--- src/rtl/uart_tx_fifo.sv ---
// CSR-fed byte FIFO drained by an 8N1 UART transmitter.
// Define UART_TX_PARITY_EN to add an even-parity bit (11-bit frame).
module uart_tx_fifo #(
    parameter int          DEPTH         = 16,
    parameter logic [11:0] FIFO_CSR_ADDR = 12'h050
) (
    input  logic        clk_i,
    input  logic        reset_i,
    input  logic [31:0] prescaler,
    input  logic        csr_enable,
    input  logic [11:0] csr_addr,
    input  logic [1:0]  csr_op,
    input  logic        rs1_zimm,
    input  logic [31:0] rs1_data,
    output logic [31:0] csr_data_out,
    output logic        tx,
    output logic        have_next
);
    localparam int AW = $clog2(DEPTH);
    localparam int CW = AW + 1;

    typedef enum logic [2:0] {
        S_IDLE,
        S_START,
        S_DATA,
`ifdef UART_TX_PARITY_EN
        S_PARITY,
`endif
        S_STOP
    } state_e;

    logic [7:0]    mem_q [DEPTH];
    logic [AW-1:0] wr_ptr_q, rd_ptr_q;
    logic [CW-1:0] count_q, count_d;
    logic          ovf_q, have_next_q;

    state_e        state_q, state_d;
    logic [31:0]   cnt_q, cnt_d;
    logic [2:0]    bit_q, bit_d;
    logic [7:0]    data_q, data_d;
    logic          next;

    logic [31:0]   operand;
    logic          push_req, push, pop, full, empty, ovf_set, ovf_clr;
    logic          unused_bits;

    assign operand  = rs1_zimm ? {27'b0, rs1_data[4:0]} : rs1_data;
    assign push_req = csr_enable && (csr_addr == FIFO_CSR_ADDR)
                      && (csr_op != 2'b11);
    assign full     = (count_q == CW'(DEPTH));
    assign empty    = (count_q == '0);
    assign pop      = next && !empty;
    assign push     = push_req && (!full || pop);
    assign ovf_set  = push_req && full && !pop;
    assign ovf_clr  = push_req && (csr_op == 2'b00) && operand[31];
    assign unused_bits = ^operand[30:8];

    assign have_next    = have_next_q;
    assign csr_data_out = (csr_addr == FIFO_CSR_ADDR)
                          ? {full, empty, ovf_q, 13'b0, 16'(count_q)}
                          : 32'b0;

    // Occupancy after this cycle's push/pop.
    always_comb begin
        count_d = count_q;
        if (push && !pop) count_d = count_q + 1'b1;
        else if (pop && !push) count_d = count_q - 1'b1;
    end

    // Byte storage; contents survive reset, only pointers are cleared.
    always_ff @(posedge clk_i) begin
        if (push) mem_q[wr_ptr_q] <= operand[7:0];
    end

    // FIFO pointers, count, sticky overflow and registered non-empty flag.
    always_ff @(posedge clk_i) begin
        if (reset_i) begin
            wr_ptr_q    <= '0;
            rd_ptr_q    <= '0;
            count_q     <= '0;
            ovf_q       <= 1'b0;
            have_next_q <= 1'b0;
        end else begin
            if (push) wr_ptr_q <= wr_ptr_q + 1'b1;
            if (pop) rd_ptr_q <= rd_ptr_q + 1'b1;
            count_q     <= count_d;
            have_next_q <= (count_d != '0);
            if (ovf_set) ovf_q <= 1'b1;
            else if (ovf_clr) ovf_q <= 1'b0;
        end
    end

    // Transmitter state register.
    always_ff @(posedge clk_i) begin
        if (reset_i) begin
            state_q <= S_IDLE;
            cnt_q   <= '0;
            bit_q   <= '0;
            data_q  <= '0;
        end else begin
            state_q <= state_d;
            cnt_q   <= cnt_d;
            bit_q   <= bit_d;
            data_q  <= data_d;
        end
    end

    // Transmitter next state, pop pulse and serial output.
    always_comb begin
        state_d = state_q;
        cnt_d   = cnt_q;
        bit_d   = bit_q;
        data_d  = data_q;
        next    = 1'b0;
        tx      = 1'b1;
        unique case (state_q)
            S_IDLE: begin
                if (have_next_q) begin
                    next    = 1'b1;
                    data_d  = mem_q[rd_ptr_q];
                    cnt_d   = prescaler;
                    state_d = S_START;
                end
            end
            S_START: begin
                tx = 1'b0;
                if (cnt_q == '0) begin
                    cnt_d   = prescaler;
                    bit_d   = '0;
                    state_d = S_DATA;
                end else begin
                    cnt_d = cnt_q - 1'b1;
                end
            end
            S_DATA: begin
                tx = data_q[bit_q];
                if (cnt_q == '0) begin
                    cnt_d = prescaler;
                    if (bit_q == 3'd7) begin
`ifdef UART_TX_PARITY_EN
                        state_d = S_PARITY;
`else
                        state_d = S_STOP;
`endif
                    end else begin
                        bit_d = bit_q + 1'b1;
                    end
                end else begin
                    cnt_d = cnt_q - 1'b1;
                end
            end
`ifdef UART_TX_PARITY_EN
            S_PARITY: begin
                tx = ^data_q;
                if (cnt_q == '0) begin
                    cnt_d   = prescaler;
                    state_d = S_STOP;
                end else begin
                    cnt_d = cnt_q - 1'b1;
                end
            end
`endif
            S_STOP: begin
                if (cnt_q == '0) begin
                    if (have_next_q) begin
                        next    = 1'b1;
                        data_d  = mem_q[rd_ptr_q];
                        cnt_d   = prescaler;
                        state_d = S_START;
                    end else begin
                        state_d = S_IDLE;
                    end
                end else begin
                    cnt_d = cnt_q - 1'b1;
                end
            end
            default: state_d = S_IDLE;
        endcase
    end
endmodule

--- config.mk ---
export PLATFORM = sky130hd
export DESIGN_NAME = uart_tx_fifo
export DESIGN_NICKNAME = d
export VERILOG_FILES = /design/src/rtl/uart_tx_fifo.sv
export SDC_FILE = /design/constraint.sdc
export NUM_CORES = 1
export LEC_CHECK = 0
export CORE_MARGIN = 1
export CORE_UTILIZATION = 25
export DETAILED_ROUTE_END_ITERATION = 12
export PLACE_DENSITY_LB_ADDON = 0.05
export SLEW_MARGIN = 10
export SYNTH_ARGS = -nofsm -noshare
export SYNTH_HDL_FRONTEND = slang
export SYNTH_SLANG_ARGS = --single-unit
--- constraint.sdc ---
create_clock -name clk_i -period 3.5 [get_ports clk_i]
set_clock_uncertainty 0.15 [all_clocks]
set_input_delay 0.7 -clock clk_i [delete_from_list [all_inputs] [get_ports clk_i]]
set_output_delay 0.7 -clock clk_i [all_outputs]
set_load 0.01 [all_outputs]
-- After elaboration in Yosys (flattened, before gate mapping)
Memories as Yosys holds them, arrays and structs flattened. A register that Yosys moved wholly into a read port is not among the register bits.
Cells that the tools add are included.
- eq/ne operators: 13
- multiplexer cells: 34
- reduce and logical (&&, ||, !) cells: 28
- add/subtract/negate cells: 6
- magnitude comparators: 1
- operators by type and width (operator ; number):
    $mux W32 ; 5
    $pmux W32 S3 ; 1
    $logic_not A32 Y1 ; 1
    $sub A32 B1 Y32 const B ; 1
    $mux W3 ; 8
    $mux W8 ; 2
    $pmux W8 S2 ; 1
    $ne A2 B2 Y1 const B ; 7
    $eq A12 B7 Y1 const B ; 1
    $pmux W3 S4 ; 1
    $logic_and A1 B1 Y1 ; 10
    $mux W5 ; 2
    $add A4 B1 Y4 const B ; 2
    $mux W1 ; 8
    $mux W4 ; 2
    $eq A3 B2 Y1 const B ; 2
    $pmux W3 S2 ; 1
    $reduce_bool A2 Y1 ; 3
    $add A5 B1 Y5 const B ; 1
    $eq A5 B5 Y1 const B ; 1
    $logic_not A5 Y1 ; 1
    $reduce_and A5 Y1 ; 1
    $reduce_bool A5 Y1 ; 1
    $sub A5 B1 Y5 const B ; 1
    other kinds (14) ; 18
- input bits: 82
- register bits after elaboration: 61
- memory bits (writable): 128
- output and inout port bits: 34
- memories kept: 1
- word-level logic and storage cells: 92
- memories (memory ; words ; width ; read ports ; clocked after Yosys merged registers in ; wr ports ; line ; text):
    mem_q ; 16 ; 8 ; 1 ; 1 ; 1 ; 32 ; logic [7:0] mem_q [DEPTH];

-- Longest topological paths before layout
Gate-level depths: netlist of the first run.
- depth in word-level cells: 11
- mapped depth: 11
- mapped depth without buffers: 9

-- Worst setup path after synthesis of the first run
No wires, ideal clock.
- path type: reg-to-reg
- from: register cnt_q[20]
- to: memory mem_q[0][0], enable pin
- period minus slack after synthesis: 3261 ps
- cell stages (with the launch flop): 9
- setup slack: 239 ps
- data required time: 2967 ps
- path buffers: 1
- library setup time: 383 ps
- arrival time: 2728 ps
- path through: dfxtp_1 -> or4_1 -> buf_2 -> and4bb_4 -> a41o_1 -> nand3_1 -> a21oi_2 -> nand2_1 -> nor3_1
- longest elaborated chain between the ends: 8
- RTL lines (item ; line ; text):
    from (decl) ; 38 ; logic [31:0] cnt_q, cnt_d;
    from (signal assigned) ; 102 ; cnt_q <= cnt_d;
    $logic_not A32 Y1 ; 164 ; if (cnt_q == '0) begin
    $mux W1 ; 164 ;
    $pmux W1 S2 ; 116 ; unique case (state_q)
    $logic_and A1 B1 Y1 ; 52 ; assign pop = next && !empty;
    $logic_or A1 B1 Y1 ; 53 ; assign push = push_req && (!full || pop);
    $logic_and A1 B1 Y1 ; 53 ;
    $mux W1 ; 72 ; if (push) mem_q[wr_ptr_q] <= operand[7:0];
    $mux W1 (implied by the code) ; 72 ;
    to (decl) ; 32 ;
Every way passes these cells.

-- Worst setup path in the final report of the first run
- from: register count_q[0]
- to: output port csr_data_out[30]
- longest elaborated chain between the ends: 2
- RTL lines (item ; line ; text):
    from (decl) ; 34 ; logic [CW-1:0] count_q, count_d;
    from (signal assigned) ; 86 ; count_q <= count_d;
    $logic_not A5 Y1 ; 51 ; assign empty = (count_q == '0);
    $mux W32 ; 60 ; ? {full, empty, ovf_q, 13'b0, 16'(count_q)}
    to (decl) ; 15 ; output logic [31:0] csr_data_out,
Every way passes these cells.

==> impl_results.html, run 1 <==
<table>
<tr><th>Metric</th><th>Value</th></tr>
<tr><th colspan="2">Run status</th></tr>
<tr><td>Status</td><td>complete, no violations</td></tr>
<tr><th colspan="2">STA</th></tr>
<tr><td>Slew HR</td><td>0.153</td></tr>
<tr><td>Total negative slack for setup checks</td><td>0 ns</td></tr>
<tr><td>Final worst path period need</td><td>3.34 ns</td></tr>
<tr><td>Number of hold violations in the final report</td><td>0</td></tr>
<tr><td>Final count of negative-setup-slack endpoints</td><td>0</td></tr>
<tr><td>Final Max Slew Viols</td><td>0</td></tr>
<tr><td>Slew at the pin with the worst max-slew slack</td><td>1.27 ns</td></tr>
<tr><td>Highest Clock Rate</td><td>299 MHz</td></tr>
<tr><td>Final period utilization</td><td>0.955</td></tr>
<tr><td>RSZ-0062 raised after global routing</td><td>false</td></tr>
<tr><th colspan="2">Power</th></tr>
<tr><td>Part of the power in the clock network</td><td>0.395</td></tr>
<tr><td>Max VDD drop</td><td>0.000316 V</td></tr>
<tr><td>Share of power burned in registers</td><td>0.483</td></tr>
<tr><td>Cell Int Power</td><td>3.68 mW</td></tr>
<tr><td>Pleak</td><td>3.81 nW</td></tr>
<tr><td>Net switching power</td><td>1.36 mW</td></tr>
<tr><td>Cell Pwr Density</td><td>452 nW/µm²</td></tr>
<tr><td>Sw Ratio</td><td>0.269</td></tr>
<tr><td>Combinational power share</td><td>0.122</td></tr>
<tr><th colspan="2">Route</th></tr>
<tr><td>Via count</td><td>6136</td></tr>
<tr><td>DR DRC count</td><td>0</td></tr>
<tr><td>WL per Instance</td><td>19.1 µm</td></tr>
<tr><td>Initial DRC Count</td><td>415</td></tr>
<tr><td>Final routed wirelength across all metal layers</td><td>24500 µm</td></tr>
<tr><td>Antenna viol nets, final</td><td>0</td></tr>
<tr><td>Mean number of vias per cell</td><td>4.78</td></tr>
<tr><td>Number of iterations in the first detailed-routing pass</td><td>4</td></tr>
<tr><th colspan="2">Synth</th></tr>
<tr><td>Largest area contributor in the netlist</td><td>edfxtp_1</td></tr>
<tr><td>Synth area leaders</td><td>edfxtp_1 (42%), dfxtp_1 (14%), mux4_2 (10%), nor2_1 (3.2%), mux2i_1 (2.6%)</td></tr>
<tr><td>Average cell area after synthesis</td><td>12.7 µm²</td></tr>
<tr><td>Number of flip-flops and latches in the synthesized netlist</td><td>192</td></tr>
<tr><td>Fraction of registers with async set/reset</td><td>0</td></tr>
<tr><td>Number of enable-type register cells in the synthesized netlist</td><td>128</td></tr>
<tr><td>Area fraction of the dominant cell type after synthesis</td><td>0.418</td></tr>
<tr><td>Total of warnings raised by yosys</td><td>0</td></tr>
<tr><td>Number of cells produced by synthesis</td><td>725</td></tr>
<tr><td>Dominant register cell in the synthesized netlist</td><td>edfxtp_1</td></tr>
<tr><td>Register area share after synthesis</td><td>0.557</td></tr>
<tr><td>Cell with the most instances after synthesis</td><td>edfxtp_1</td></tr>
<tr><td>Cell area after synthesis</td><td>9210 µm²</td></tr>
<tr><td>Number of distinct standard cells referenced by the synthesized netlist</td><td>59</td></tr>
<tr><td>Top cell types by occurrence after synthesis</td><td>edfxtp_1 (128), nor2_1 (78), dfxtp_1 (64)</td></tr>
<tr><th colspan="2">Finish</th></tr>
<tr><td>Layout-stage area growth over the synthesis result</td><td>21.0%</td></tr>
<tr><td>Area occupied by registers</td><td>5130 µm²</td></tr>
<tr><td>Fill cells</td><td>3614</td></tr>
<tr><td>NumNets Final</td><td>908</td></tr>
<tr><td>Final Instance Area</td><td>11100 µm²</td></tr>
<tr><td>Non-filler cells in the finished layout</td><td>1285</td></tr>
<tr><td>Proportion of layout cells with a drive suffix above 1</td><td>0.174</td></tr>
<tr><td>Ant diodes</td><td>0</td></tr>
<tr><td>Utilization after layout</td><td>0.310</td></tr>
<tr><td>Area occupied by multi-input gates</td><td>3780 µm²</td></tr>
<tr><th colspan="2">Clock network</th></tr>
<tr><td>CTS buffer count</td><td>17</td></tr>
<tr><td>Post-CTS setup repair buffer count</td><td>0</td></tr>
<tr><td>H-Tree Depth</td><td>4</td></tr>
<tr><td>Count of cells resized by post-cts repair</td><td>0</td></tr>
<tr><td>Clock Tree Root</td><td>clkbuf_16</td></tr>
<tr><td>Clock edge transition at the registers on the reported setup and hold paths</td><td>0.08 ns</td></tr>
<tr><td>TritonCTS clock tree</td><td>yes</td></tr>
<tr><td>Post-CTS Hold Buffers</td><td>0</td></tr>
<tr><td>Clock latency on the worst-skew pair</td><td>0.45 ns</td></tr>
<tr><td>Clock Tree Buf Depth</td><td>2</td></tr>
<tr><td>Number of clock sinks</td><td>192</td></tr>
<tr><th colspan="2">Critical path</th></tr>
<tr><td>Setup crit start kind</td><td>register</td></tr>
<tr><td>Crit Reg-Reg Endpoint</td><td>cnt_q[27]</td></tr>
<tr><td>Startpoint of the worst-slack reg-to-reg timing path</td><td>cnt_q[20]</td></tr>
<tr><td>Critical path destination</td><td>csr_data_out[30]</td></tr>
<tr><td>Worst-case register-to-register setup slack</td><td>0.22 ns</td></tr>
<tr><td>Crit end category</td><td>output pin</td></tr>
<tr><td>Maximum net fanout on the critical path</td><td>7</td></tr>
<tr><td>Launch point of the critical path</td><td>count_q[0]</td></tr>
<tr><td>Data arrival time of the worst path</td><td>2.49 ns</td></tr>
<tr><td>Critical path data required time</td><td>2.65 ns</td></tr>
<tr><td>Reg2reg path depth</td><td>7</td></tr>
<tr><td>Path type of the worst setup path</td><td>register to output pin</td></tr>
<tr><th colspan="2">Floorplanning</th></tr>
<tr><td>Die extent in x</td><td>194 µm</td></tr>
<tr><td>Die Ht</td><td>194 µm</td></tr>
<tr><td>Floorplan row count</td><td>69</td></tr>
<tr><td>Total Die Area</td><td>37600 µm²</td></tr>
<tr><td>Starting Density</td><td>0.256</td></tr>
<tr><td>Number of top-level design ports</td><td>116</td></tr>
<tr><td>Core box area</td><td>35900 µm²</td></tr>
<tr><th colspan="2">Placed design</th></tr>
<tr><td>RePlAce Congestion</td><td>0.751</td></tr>
<tr><td>Placed cell count</td><td>1253</td></tr>
<tr><td>Half-perimeter wire length after placement</td><td>16700 µm</td></tr>
<tr><td>Placed cell area</td><td>10600 µm²</td></tr>
<tr><td>Number of port buffers</td><td>68</td></tr>
<tr><th colspan="2">Global route</th></tr>
<tr><td>Global-route wire length before repair</td><td>38300 µm</td></tr>
<tr><td>Number of global-route vias before repair</td><td>6326</td></tr>
<tr><td>Maximum number of pins on one net before global-route repair</td><td>33</td></tr>
<tr><td>Global-route congestion overflow total</td><td>0</td></tr>
<tr><td>All-Layer GR Usage</td><td>0.135</td></tr>
<tr><td>Antenna violations before repair</td><td>0</td></tr>
<tr><th colspan="2">Job</th></tr>
<tr><td>Maximum Capacitance Violations</td><td>0</td></tr>
<tr><th colspan="2">Worst hold path</th></tr>
<tr><td>Worst hold path class</td><td>register to register</td></tr>
</table>
## worst min path at each step
stage / startpoint / end / slack, ns / cells after the start
2_1_floorplan: ovf_q / ovf_q / 0.31 / 2
3_3_place_gp: data_q[1] / data_q[1] / 0.33 / 2
3_5_place_dp: data_q[2] / data_q[2] / 0.33 / 2
4_1_cts: data_q[2] / data_q[2] / 0.36 / 2
5_1_grt: data_q[2] / data_q[2] / 0.38 / 2
6_report: data_q[7] / data_q[7] / 0.35 / 2
## cells in the final DEF, fill, tap and decap left out, types with 3 or more instances in the layout
master             n
nor2b_1            4
nand2b_1           4
a211oi_1          15
nor2_1            78
dfxtp_1           63
ha_1              15
inv_1             12
nand4_1            5
mux2_2             9
o21ai_0           27
xnor2_1           18
and3_1             5
nand2_1           28
a22oi_1            6
inv_6              4
and2_1             8
nor4b_1            4
conb_1            24
mux2i_1           24
mux4_2            42
nor4_4             3
buf_4             44
clkbuf_16         17
inv_8              6
nor4_1             9
edfxtp_1         128
nor3_1            17
or3_1              7
clkdlybuf4s50_1   67
xor2_1            18
a221oi_1          14
a21oi_1           25
or4_1              3
nand3_1           23
## power by group through the flow
stage / clock network [mW] / registers (mW) / logic [mW]
after floorplan: 0 / 2.48 / 0.372
after global placement: 0 / 2.48 / 0.611
after detailed placement: 0 / 2.48 / 0.618
after CTS: 2.06 / 2.43 / 0.619
after global routing: 2.15 / 2.43 / 0.671
final: 1.99 / 2.43 / 0.616
## flip-flops by register name (all words and copies together) (netlist names), 2 cells and up, named ones only
name / cells
cnt_q: 32
mem_q: 128
state_q: 2
count_q: 5
bit_q: 3
data_q: 8
wr_ptr_q: 4
rd_ptr_q: 4
## per-layer routing
metal / track usage / share of wire / up-vias
met4: 0.0417 / 0.012 / 0
met5: 0 / 0 / -
met3: 0.0240 / 0.035 / 20
li1: - / - / 2879
met2: 0.206 / 0.44 / 133
met1: 0.193 / 0.51 / 3104
## through the flow
| step | power [mW] | setup slack [ns] | hold WS [ns] |
|---|---|---|---|
| finish | 5.03 | 0.157 | 0.347 |
| global route | 5.25 | 0.0155 | 0.385 |
| CTS | 5.11 | 0.0883 | 0.356 |
| detailed placement | 3.10 | -0.0149 | 0.334 |
| global placement | 3.09 | 0.0588 | 0.332 |
| floorplan | 2.85 | 0.239 | 0.307 |
## critical path, cell delays in order (launching register included)
cell	delay, ns
dfxtp_1	0.36
inv_1	0.14
ha_1	0.17
nor3b_1	0.35
nor2b_1	0.32
and2_1	0.17
clkdlybuf4s50_1	0.53
## logic make-up (layout without fill, tap and decap cells)
kind of cell,count (synthesis),count (layout),synth area share
XOR/XNOR,36,36,0.0342
flip-flops,192,192,0.557
AO/OA/AOI/OAI,114,114,0.0847
AND/OR/NAND/NOR,211,211,0.120
adder cells (fa/ha/maj),15,15,0.0204
other,1,24,0.000407
buffers and inverters,81,157,0.0435
multiplexers,75,75,0.140
## area by class of cell
type / instances / share of cell area
multi-input cells: 475 / 0.340
well taps: 461 / 0.0518
repair buffers: 113 / 0.0921
flip-flops and latches: 192 / 0.460
clock inverters: 14 / 0.0139
clock buffers: 18 / 0.0385
inverters: 12 / 0.00404
Power figures use the tool's default switching activity.
==> run 2: changes to the inputs <==
--- a/config.mk
+++ b/config.mk
@@ -9,6 +9,7 @@
 export CORE_UTILIZATION = 25
 export DETAILED_ROUTE_END_ITERATION = 12
 export PLACE_DENSITY_LB_ADDON = 0.05
+export RECOVER_POWER = 50
 export SLEW_MARGIN = 10
 export SYNTH_ARGS = -nofsm -noshare
 export SYNTH_HDL_FRONTEND = slang
==> constraint.sdc (replaced) <==
create_clock -name clk_i -period 3.2 [get_ports clk_i]
set_clock_uncertainty 0.15 [all_clocks]
set_input_delay 0.64 -clock clk_i [delete_from_list [all_inputs] [get_ports clk_i]]
set_output_delay 0.64 -clock clk_i [all_outputs]
set_load 0.01 [all_outputs]
==> impl_results.html, run 2 (same netlist as run 1, synthesis figures left out) <==
<table>
<tr><th>Metric</th><th>Value</th></tr>
<tr><th colspan="2">STA</th></tr>
<tr><td>Worst Setup Slack, final</td><td>0.0910 ns (was 0.157 ns)</td></tr>
<tr><td>Slew at the pin with the worst max-slew slack</td><td>1.20 ns (was 1.27 ns)</td></tr>
<tr><td>Final Max Slew Viols</td><td>0 (unchanged)</td></tr>
<tr><td>Slew HR</td><td>0.199 (was 0.153)</td></tr>
<tr><td>RSZ-0062 raised after global routing</td><td>false (unchanged)</td></tr>
<tr><td>Number of hold violations in the final report</td><td>0 (unchanged)</td></tr>
<tr><td>Final worst path period need</td><td>3.11 ns</td></tr>
<tr><td>Total negative slack for setup checks</td><td>0 ns (unchanged)</td></tr>
<tr><td>Final period utilization</td><td>0.972</td></tr>
<tr><td>Highest Clock Rate</td><td>322 MHz</td></tr>
<tr><td>Final count of negative-setup-slack endpoints</td><td>0 (unchanged)</td></tr>
<tr><th colspan="2">Critical path</th></tr>
<tr><td>Critical Path Slowest Stage Cell</td><td>clkdlybuf4s50_1 (unchanged)</td></tr>
<tr><td>Path type of the worst setup path</td><td>input pin to output pin (was register to output pin)</td></tr>
<tr><td>Critical path data required time</td><td>2.41 ns (was 2.65 ns)</td></tr>
<tr><td>Crit end category</td><td>output pin (unchanged)</td></tr>
<tr><td>Setup crit start kind</td><td>input pin (was register)</td></tr>
<tr><td>Data arrival time of the worst path</td><td>2.32 ns (was 2.49 ns)</td></tr>
<tr><td>Maximum net fanout on the critical path</td><td>11 (was 7)</td></tr>
<tr><td>Worst path cell trace</td><td>clkdlybuf4s50_1 -&gt; nor4b_1 -&gt; and3_4 -&gt; and2_1 -&gt; clkdlybuf4s50_1 (was inv_1 -&gt; ha_1 -&gt; nor3b_1 -&gt; nor2b_1 -&gt; and2_1 -&gt; clkdlybuf4s50_1)</td></tr>
<tr><td>CP peak stage delay</td><td>0.55 ns (was 0.53 ns)</td></tr>
<tr><td>Cell occurring most often along the worst timing path</td><td>clkdlybuf4s50_1</td></tr>
<tr><th colspan="2">Finish</th></tr>
<tr><td>Non-filler cells in the finished layout</td><td>1298 (was 1285)</td></tr>
<tr><td>Register with the most flip-flops</td><td>mem_q (unchanged)</td></tr>
<tr><td>Layout-stage area growth over the synthesis result</td><td>22.5% (was 21.0%)</td></tr>
<tr><td>Utilization after layout</td><td>0.314 (was 0.310)</td></tr>
<tr><td>Leading cell types in the layout, fill and taps excluded</td><td>edfxtp_1 (128), nor2_1 (78), dfxtp_1 (63) (was edfxtp_1 (128), nor2_1 (78), clkdlybuf4s50_1 (67))</td></tr>
<tr><td>Largest registers in the final layout</td><td>mem_q (128), cnt_q (32), data_q (8) (unchanged)</td></tr>
<tr><td>Most common library cell in the layout ignoring fill and taps</td><td>edfxtp_1 (unchanged)</td></tr>
<tr><td>Max FFs per register</td><td>128 (unchanged)</td></tr>
<tr><td>Ant diodes</td><td>0 (unchanged)</td></tr>
<tr><td>NumNets Final</td><td>921 (was 908)</td></tr>
<tr><td>Proportion of layout cells with a drive suffix above 1</td><td>0.192 (was 0.174)</td></tr>
<tr><th colspan="2">Job</th></tr>
<tr><td>Maximum Capacitance Violations</td><td>0 (unchanged)</td></tr>
<tr><th colspan="2">Worst hold path</th></tr>
<tr><td>Worst hold path class</td><td>register to register (unchanged)</td></tr>
<tr><th colspan="2">Floorplanning</th></tr>
<tr><td>Die extent in x</td><td>194 µm (unchanged)</td></tr>
<tr><td>Floorplan row count</td><td>69 (unchanged)</td></tr>
<tr><td>Die Ht</td><td>194 µm (unchanged)</td></tr>
<tr><td>Total Die Area</td><td>37600 µm² (unchanged)</td></tr>
<tr><td>Number of top-level design ports</td><td>116 (unchanged)</td></tr>
<tr><td>Starting Density</td><td>0.256 (unchanged)</td></tr>
<tr><td>Core box area</td><td>35900 µm² (unchanged)</td></tr>
<tr><th colspan="2">Clock network</th></tr>
<tr><td>Number of clock sinks</td><td>192 (unchanged)</td></tr>
<tr><td>Post-CTS Hold Buffers</td><td>0 (unchanged)</td></tr>
<tr><td>CTS buffer count</td><td>17 (unchanged)</td></tr>
<tr><td>Clock Tree Root</td><td>clkbuf_16 (unchanged)</td></tr>
<tr><td>Clock latency on the worst-skew pair</td><td>0.44 ns (was 0.45 ns)</td></tr>
<tr><td>Clock Tree Buf Depth</td><td>2 (unchanged)</td></tr>
<tr><td>H-Tree Depth</td><td>4 (unchanged)</td></tr>
<tr><td>TritonCTS clock tree</td><td>yes (unchanged)</td></tr>
<tr><td>Clock edge transition at the registers on the reported setup and hold paths</td><td>0.07 ns (was 0.08 ns)</td></tr>
<tr><th colspan="2">Global route</th></tr>
<tr><td>Global-route congestion overflow total</td><td>0 (unchanged)</td></tr>
<tr><td>Number of global-route vias before repair</td><td>6507 (was 6326)</td></tr>
<tr><td>All-Layer GR Usage</td><td>0.139 (was 0.135)</td></tr>
<tr><td>Antenna violations before repair</td><td>0 (unchanged)</td></tr>
<tr><td>Maximum number of pins on one net before global-route repair</td><td>38 (was 33)</td></tr>
<tr><td>Global-route wire length before repair</td><td>39300 µm (was 38300 µm)</td></tr>
<tr><th colspan="2">Run status</th></tr>
<tr><td>Status</td><td>complete, no violations (unchanged)</td></tr>
<tr><th colspan="2">Placed design</th></tr>
<tr><td>Number of port buffers</td><td>68 (unchanged)</td></tr>
<tr><td>Half-perimeter wire length after placement</td><td>17100 µm (was 16700 µm)</td></tr>
<tr><td>Placed cell count</td><td>1263 (was 1253)</td></tr>
<tr><td>Pre-CTS setup slack</td><td>-0.111 ns (was -0.0149 ns)</td></tr>
<tr><td>RePlAce Congestion</td><td>0.782 (was 0.751)</td></tr>
<tr><th colspan="2">Route</th></tr>
<tr><td>Mean number of vias per cell</td><td>4.72 (was 4.78)</td></tr>
<tr><td>Antenna viol nets, final</td><td>0 (unchanged)</td></tr>
<tr><td>Via count</td><td>6125 (was 6136)</td></tr>
<tr><td>WL per Instance</td><td>19.5 µm (was 19.1 µm)</td></tr>
<tr><td>Number of iterations in the first detailed-routing pass</td><td>5 (was 4)</td></tr>
<tr><td>Final routed wirelength across all metal layers</td><td>25300 µm (was 24500 µm)</td></tr>
<tr><td>DR DRC count</td><td>0 (unchanged)</td></tr>
<tr><td>Initial DRC Count</td><td>401 (was 415)</td></tr>
<tr><th colspan="2">Power</th></tr>
<tr><td>Pleak</td><td>3.89 nW (was 3.81 nW)</td></tr>
<tr><td>Pwr Total</td><td>5.49 mW (was 5.03 mW)</td></tr>
<tr><td>Max VDD drop</td><td>0.000339 V (was 0.000316 V)</td></tr>
<tr><td>Cell Pwr Density</td><td>487 nW/µm² (was 452 nW/µm²)</td></tr>
</table>
[run 2: path summary, 6_finish.rpt]
path               startpoint              end  cells after the start  slack (ns)
setup reg to reg    cnt_q[24]      mem_q[1][3]                      9        0.17
setup / recovery  csr_addr[1]  csr_data_out[3]                      5        0.09
hold / removal    rd_ptr_q[1]      rd_ptr_q[1]                      2        0.35
hold reg to reg   rd_ptr_q[1]      rd_ptr_q[1]                      2        0.35
[run 2: final cells by class]
class,instances,area [µm²]
fill,3600,24600
sequential,192,5130
multi-input combinational,475,3830
timing repair buffer,126,1130
tap,461,577
clock buffer,18,429
clock inverter,14,139
inverter,12,45.0
[run 2: repair_timing]
item,4_1_cts,5_1_grt
endpoints found under the setup margin,7,136
pin swaps,0,2
buffers inserted,0,3
gates resized for setup,2,12
[run 2: critical path: cells and delay by family]
kind,cells,cell delay [ns]
buffers and inverters,2,0.96
AND/OR/NAND/NOR,3,0.72
[run 2: metrics by stage]
step / instance area [µm²] / hold slack (ns)
after floorplan: 9300 / 0.307
after global placement: 10600 / 0.321
after detailed placement: 10600 / 0.340
after CTS: 11200 / 0.359
after global routing: 11300 / 0.382
final: 11300 / 0.352
[run 2: metal layers]
layer	global-route usage	wire length, µm	up-vias
met5	0	0	-
met2	0.223	11700	141
met4	0.0370	247	0
met1	0.192	12300	3070
li1	-	-	2900
met3	0.0271	931	14
[run 2: power breakdown]
part	switching [mW]	internal [mW]	total (mW)
Sequential	0.00935	2.65	2.66
Combinational	0.426	0.279	0.705
Clock	1.03	1.10	2.13
Total	1.46	4.03	5.49
==> run 3: changes to the inputs <==
--- a/config.mk
+++ b/config.mk
@@ -6,7 +6,7 @@
 export NUM_CORES = 1
 export LEC_CHECK = 0
 export CORE_MARGIN = 1
-export CORE_UTILIZATION = 25
+export CORE_UTILIZATION = 50
 export DETAILED_ROUTE_END_ITERATION = 12
 export PLACE_DENSITY_LB_ADDON = 0.05
 export RECOVER_POWER = 50
==> impl_results.html, run 3 (same netlist as run 1, synthesis figures left out) <==
<table>
<tr><th>Metric</th><th>Value</th></tr>
<tr><th colspan="2">Run status</th></tr>
<tr><td>Status</td><td>complete, no violations (unchanged)</td></tr>
<tr><th colspan="2">Route</th></tr>
<tr><td>Initial DRC Count</td><td>406 (was 401)</td></tr>
<tr><td>Number of iterations in the first detailed-routing pass</td><td>4 (was 5)</td></tr>
<tr><td>Antenna viol nets, final</td><td>0 (unchanged)</td></tr>
<tr><td>DR DRC count</td><td>0 (unchanged)</td></tr>
<tr><td>Mean number of vias per cell</td><td>5.79 (was 4.72)</td></tr>
<tr><td>Final routed wirelength across all metal layers</td><td>21000 µm (was 25300 µm)</td></tr>
<tr><td>WL per Instance</td><td>19.8 µm (was 19.5 µm)</td></tr>
<tr><td>Via count</td><td>6125 (unchanged)</td></tr>
<tr><th colspan="2">Finish</th></tr>
<tr><td>NumNets Final</td><td>913 (was 921)</td></tr>
<tr><td>Fill cells</td><td>1414 (was 3600)</td></tr>
<tr><td>Register with the most flip-flops</td><td>mem_q (unchanged)</td></tr>
<tr><td>Largest registers in the final layout</td><td>mem_q (128), cnt_q (32), data_q (8) (unchanged)</td></tr>
<tr><td>Layout-stage area growth over the synthesis result</td><td>18.8% (was 22.5%)</td></tr>
<tr><td>Ant diodes</td><td>0 (unchanged)</td></tr>
<tr><td>Leading cell types in the layout, fill and taps excluded</td><td>edfxtp_1 (128), nor2_1 (77), dfxtp_1 (63) (was edfxtp_1 (128), nor2_1 (78), dfxtp_1 (63))</td></tr>
<tr><td>Max FFs per register</td><td>128 (unchanged)</td></tr>
<tr><td>Non-filler cells in the finished layout</td><td>1058 (was 1298)</td></tr>
<tr><td>Proportion of layout cells with a drive suffix above 1</td><td>0.185 (was 0.192)</td></tr>
<tr><td>Most common library cell in the layout ignoring fill and taps</td><td>edfxtp_1 (unchanged)</td></tr>
<tr><th colspan="2">Clock network</th></tr>
<tr><td>CTS buffer count</td><td>17 (unchanged)</td></tr>
<tr><td>TritonCTS clock tree</td><td>yes (unchanged)</td></tr>
<tr><td>Clock latency on the worst-skew pair</td><td>0.44 ns (about the same)</td></tr>
<tr><td>Clock Tree Root</td><td>clkbuf_16 (unchanged)</td></tr>
<tr><td>Post-CTS Hold Buffers</td><td>0 (unchanged)</td></tr>
<tr><td>H-Tree Depth</td><td>4 (unchanged)</td></tr>
<tr><td>Clock Tree Buf Depth</td><td>2 (unchanged)</td></tr>
<tr><td>Clock edge transition at the registers on the reported setup and hold paths</td><td>0.07 ns (about the same)</td></tr>
<tr><td>Number of clock sinks</td><td>192 (unchanged)</td></tr>
<tr><th colspan="2">Power</th></tr>
<tr><td>Max VDD drop</td><td>0.000367 V (was 0.000339 V)</td></tr>
<tr><td>Pleak</td><td>3.85 nW (was 3.89 nW)</td></tr>
<tr><td>Cell Pwr Density</td><td>491 nW/µm² (was 487 nW/µm²)</td></tr>
<tr><td>Pwr Total</td><td>5.37 mW (was 5.49 mW)</td></tr>
<tr><th colspan="2">Floorplanning</th></tr>
<tr><td>Floorplan row count</td><td>49 (was 69)</td></tr>
<tr><td>Starting Density</td><td>0.511 (was 0.256)</td></tr>
<tr><td>Die Ht</td><td>138 µm (was 194 µm)</td></tr>
<tr><td>Die extent in x</td><td>138 µm (was 194 µm)</td></tr>
<tr><td>Core box area</td><td>18000 µm² (was 35900 µm²)</td></tr>
<tr><td>Total Die Area</td><td>19000 µm² (was 37600 µm²)</td></tr>
<tr><td>Number of top-level design ports</td><td>116 (unchanged)</td></tr>
<tr><th colspan="2">Placed design</th></tr>
<tr><td>Half-perimeter wire length after placement</td><td>14200 µm (was 17100 µm)</td></tr>
<tr><td>Pre-CTS setup slack</td><td>-0.0310 ns (was -0.111 ns)</td></tr>
<tr><td>Placed cell count</td><td>1022 (was 1263)</td></tr>
<tr><td>Number of port buffers</td><td>68 (unchanged)</td></tr>
<tr><td>RePlAce Congestion</td><td>0.836 (was 0.782)</td></tr>
<tr><th colspan="2">STA</th></tr>
<tr><td>Highest Clock Rate</td><td>319 MHz (was 322 MHz)</td></tr>
<tr><td>Final Max Slew Viols</td><td>0 (unchanged)</td></tr>
<tr><td>Slew at the pin with the worst max-slew slack</td><td>0.922 ns (was 1.20 ns)</td></tr>
<tr><td>Fin Hold WS</td><td>0.350 ns (was 0.352 ns)</td></tr>
<tr><td>Slew HR</td><td>0.385 (was 0.199)</td></tr>
<tr><td>Final count of negative-setup-slack endpoints</td><td>0 (unchanged)</td></tr>
<tr><td>Total negative slack for setup checks</td><td>0 ns (unchanged)</td></tr>
<tr><td>Final period utilization</td><td>0.980 (was 0.972)</td></tr>
<tr><td>Final worst path period need</td><td>3.14 ns (was 3.11 ns)</td></tr>
<tr><td>Worst Setup Slack, final</td><td>0.0638 ns (was 0.0910 ns)</td></tr>
<tr><td>Number of hold violations in the final report</td><td>0 (unchanged)</td></tr>
<tr><th colspan="2">Critical path</th></tr>
<tr><td>Setup crit start kind</td><td>input pin (unchanged)</td></tr>
<tr><td>Critical path data required time</td><td>2.41 ns (about the same)</td></tr>
<tr><td>Maximum net fanout on the critical path</td><td>5 (was 11)</td></tr>
<tr><td>Path type of the worst setup path</td><td>input pin to output pin (unchanged)</td></tr>
<tr><td>Data arrival time of the worst path</td><td>2.35 ns (was 2.32 ns)</td></tr>
<tr><td>Crit end category</td><td>output pin (unchanged)</td></tr>
<tr><th colspan="2">Worst hold path</th></tr>
<tr><td>Worst hold path class</td><td>register to register (unchanged)</td></tr>
<tr><th colspan="2">Global route</th></tr>
<tr><td>Maximum number of pins on one net before global-route repair</td><td>39 (was 38)</td></tr>
<tr><td>Global-route wire length before repair</td><td>32600 µm (was 39300 µm)</td></tr>
<tr><td>All-Layer GR Usage</td><td>0.236 (was 0.139)</td></tr>
<tr><td>Global-route congestion overflow total</td><td>0 (unchanged)</td></tr>
<tr><td>Antenna violations before repair</td><td>0 (unchanged)</td></tr>
<tr><td>Number of global-route vias before repair</td><td>6046 (was 6507)</td></tr>
<tr><th colspan="2">Job</th></tr>
<tr><td>Maximum Capacitance Violations</td><td>0 (unchanged)</td></tr>
</table>
run 3: what timing repair did:
| item | in CTS | in global routing |
|---|---|---|
| cloned | 0 | 1 |
| pin swaps | 0 | 2 |
| setup endpoints to repair | 8 | 69 |
| buffers inserted | 0 | 3 |
| resized for setup | 3 | 14 |
run 3: layer usage:
layer	vias to the layer above	wire length, µm	track usage
met3	18	1040	0.0401
met4	0	218	0.0676
met1	3043	9900	0.342
met2	170	9800	0.364
met5	-	0	0
li1	2894	-	-
run 3: final cells by class:
cell class / count / area, µm² / share of cell area
Clock buffer: 17 / 425 / 0.0389
Clock inverter: 15 / 150 / 0.0137
Inverter: 12 / 45.0 / 0.00412
Multi-Input combinational cell: 476 / 3850 / 0.352
Sequential cell: 192 / 5130 / 0.469
Tap cell: 229 / 287 / 0.0262
Timing Repair Buffer: 117 / 1050 / 0.0962
run 3: power breakdown:
| part | switching (mW) | total (mW) | leakage, nW | internal [mW] |
|---|---|---|---|---|
| Combinational | 0.399 | 0.655 | 1.95 | 0.256 |
| Sequential | 0.0110 | 2.66 | 1.63 | 2.65 |
| Clock | 1.02 | 2.05 | 0.271 | 1.03 |
| Total | 1.43 | 5.37 | 3.85 | 3.94 |
run 3: worst paths after layout:
check | to | cells after the start | slack (ns) | from
min reg2reg | data_q[6] | 2 | 0.35 | data_q[6]
max | csr_data_out[30] | 5 | 0.06 | csr_addr[2]
min | data_q[6] | 2 | 0.35 | data_q[6]
max reg2reg | have_next | 9 | 0.14 | cnt_q[24]
run 3: per-stage QoR:
step | area [µm²] | utilization
after floorplan | 9300 | -
after global placement | 10300 | 0.570
after detailed placement | 10300 | 0.570
after CTS | 10900 | 0.603
after global routing | 10900 | 0.607
final | 10900 | 0.607
run 3: critical path, stage by stage:
cell             delay [ns]
clkdlybuf4s50_1        0.45
nor4_4                 0.32
and3_2                 0.27
and2_1                 0.13
clkdlybuf4s50_1        0.54
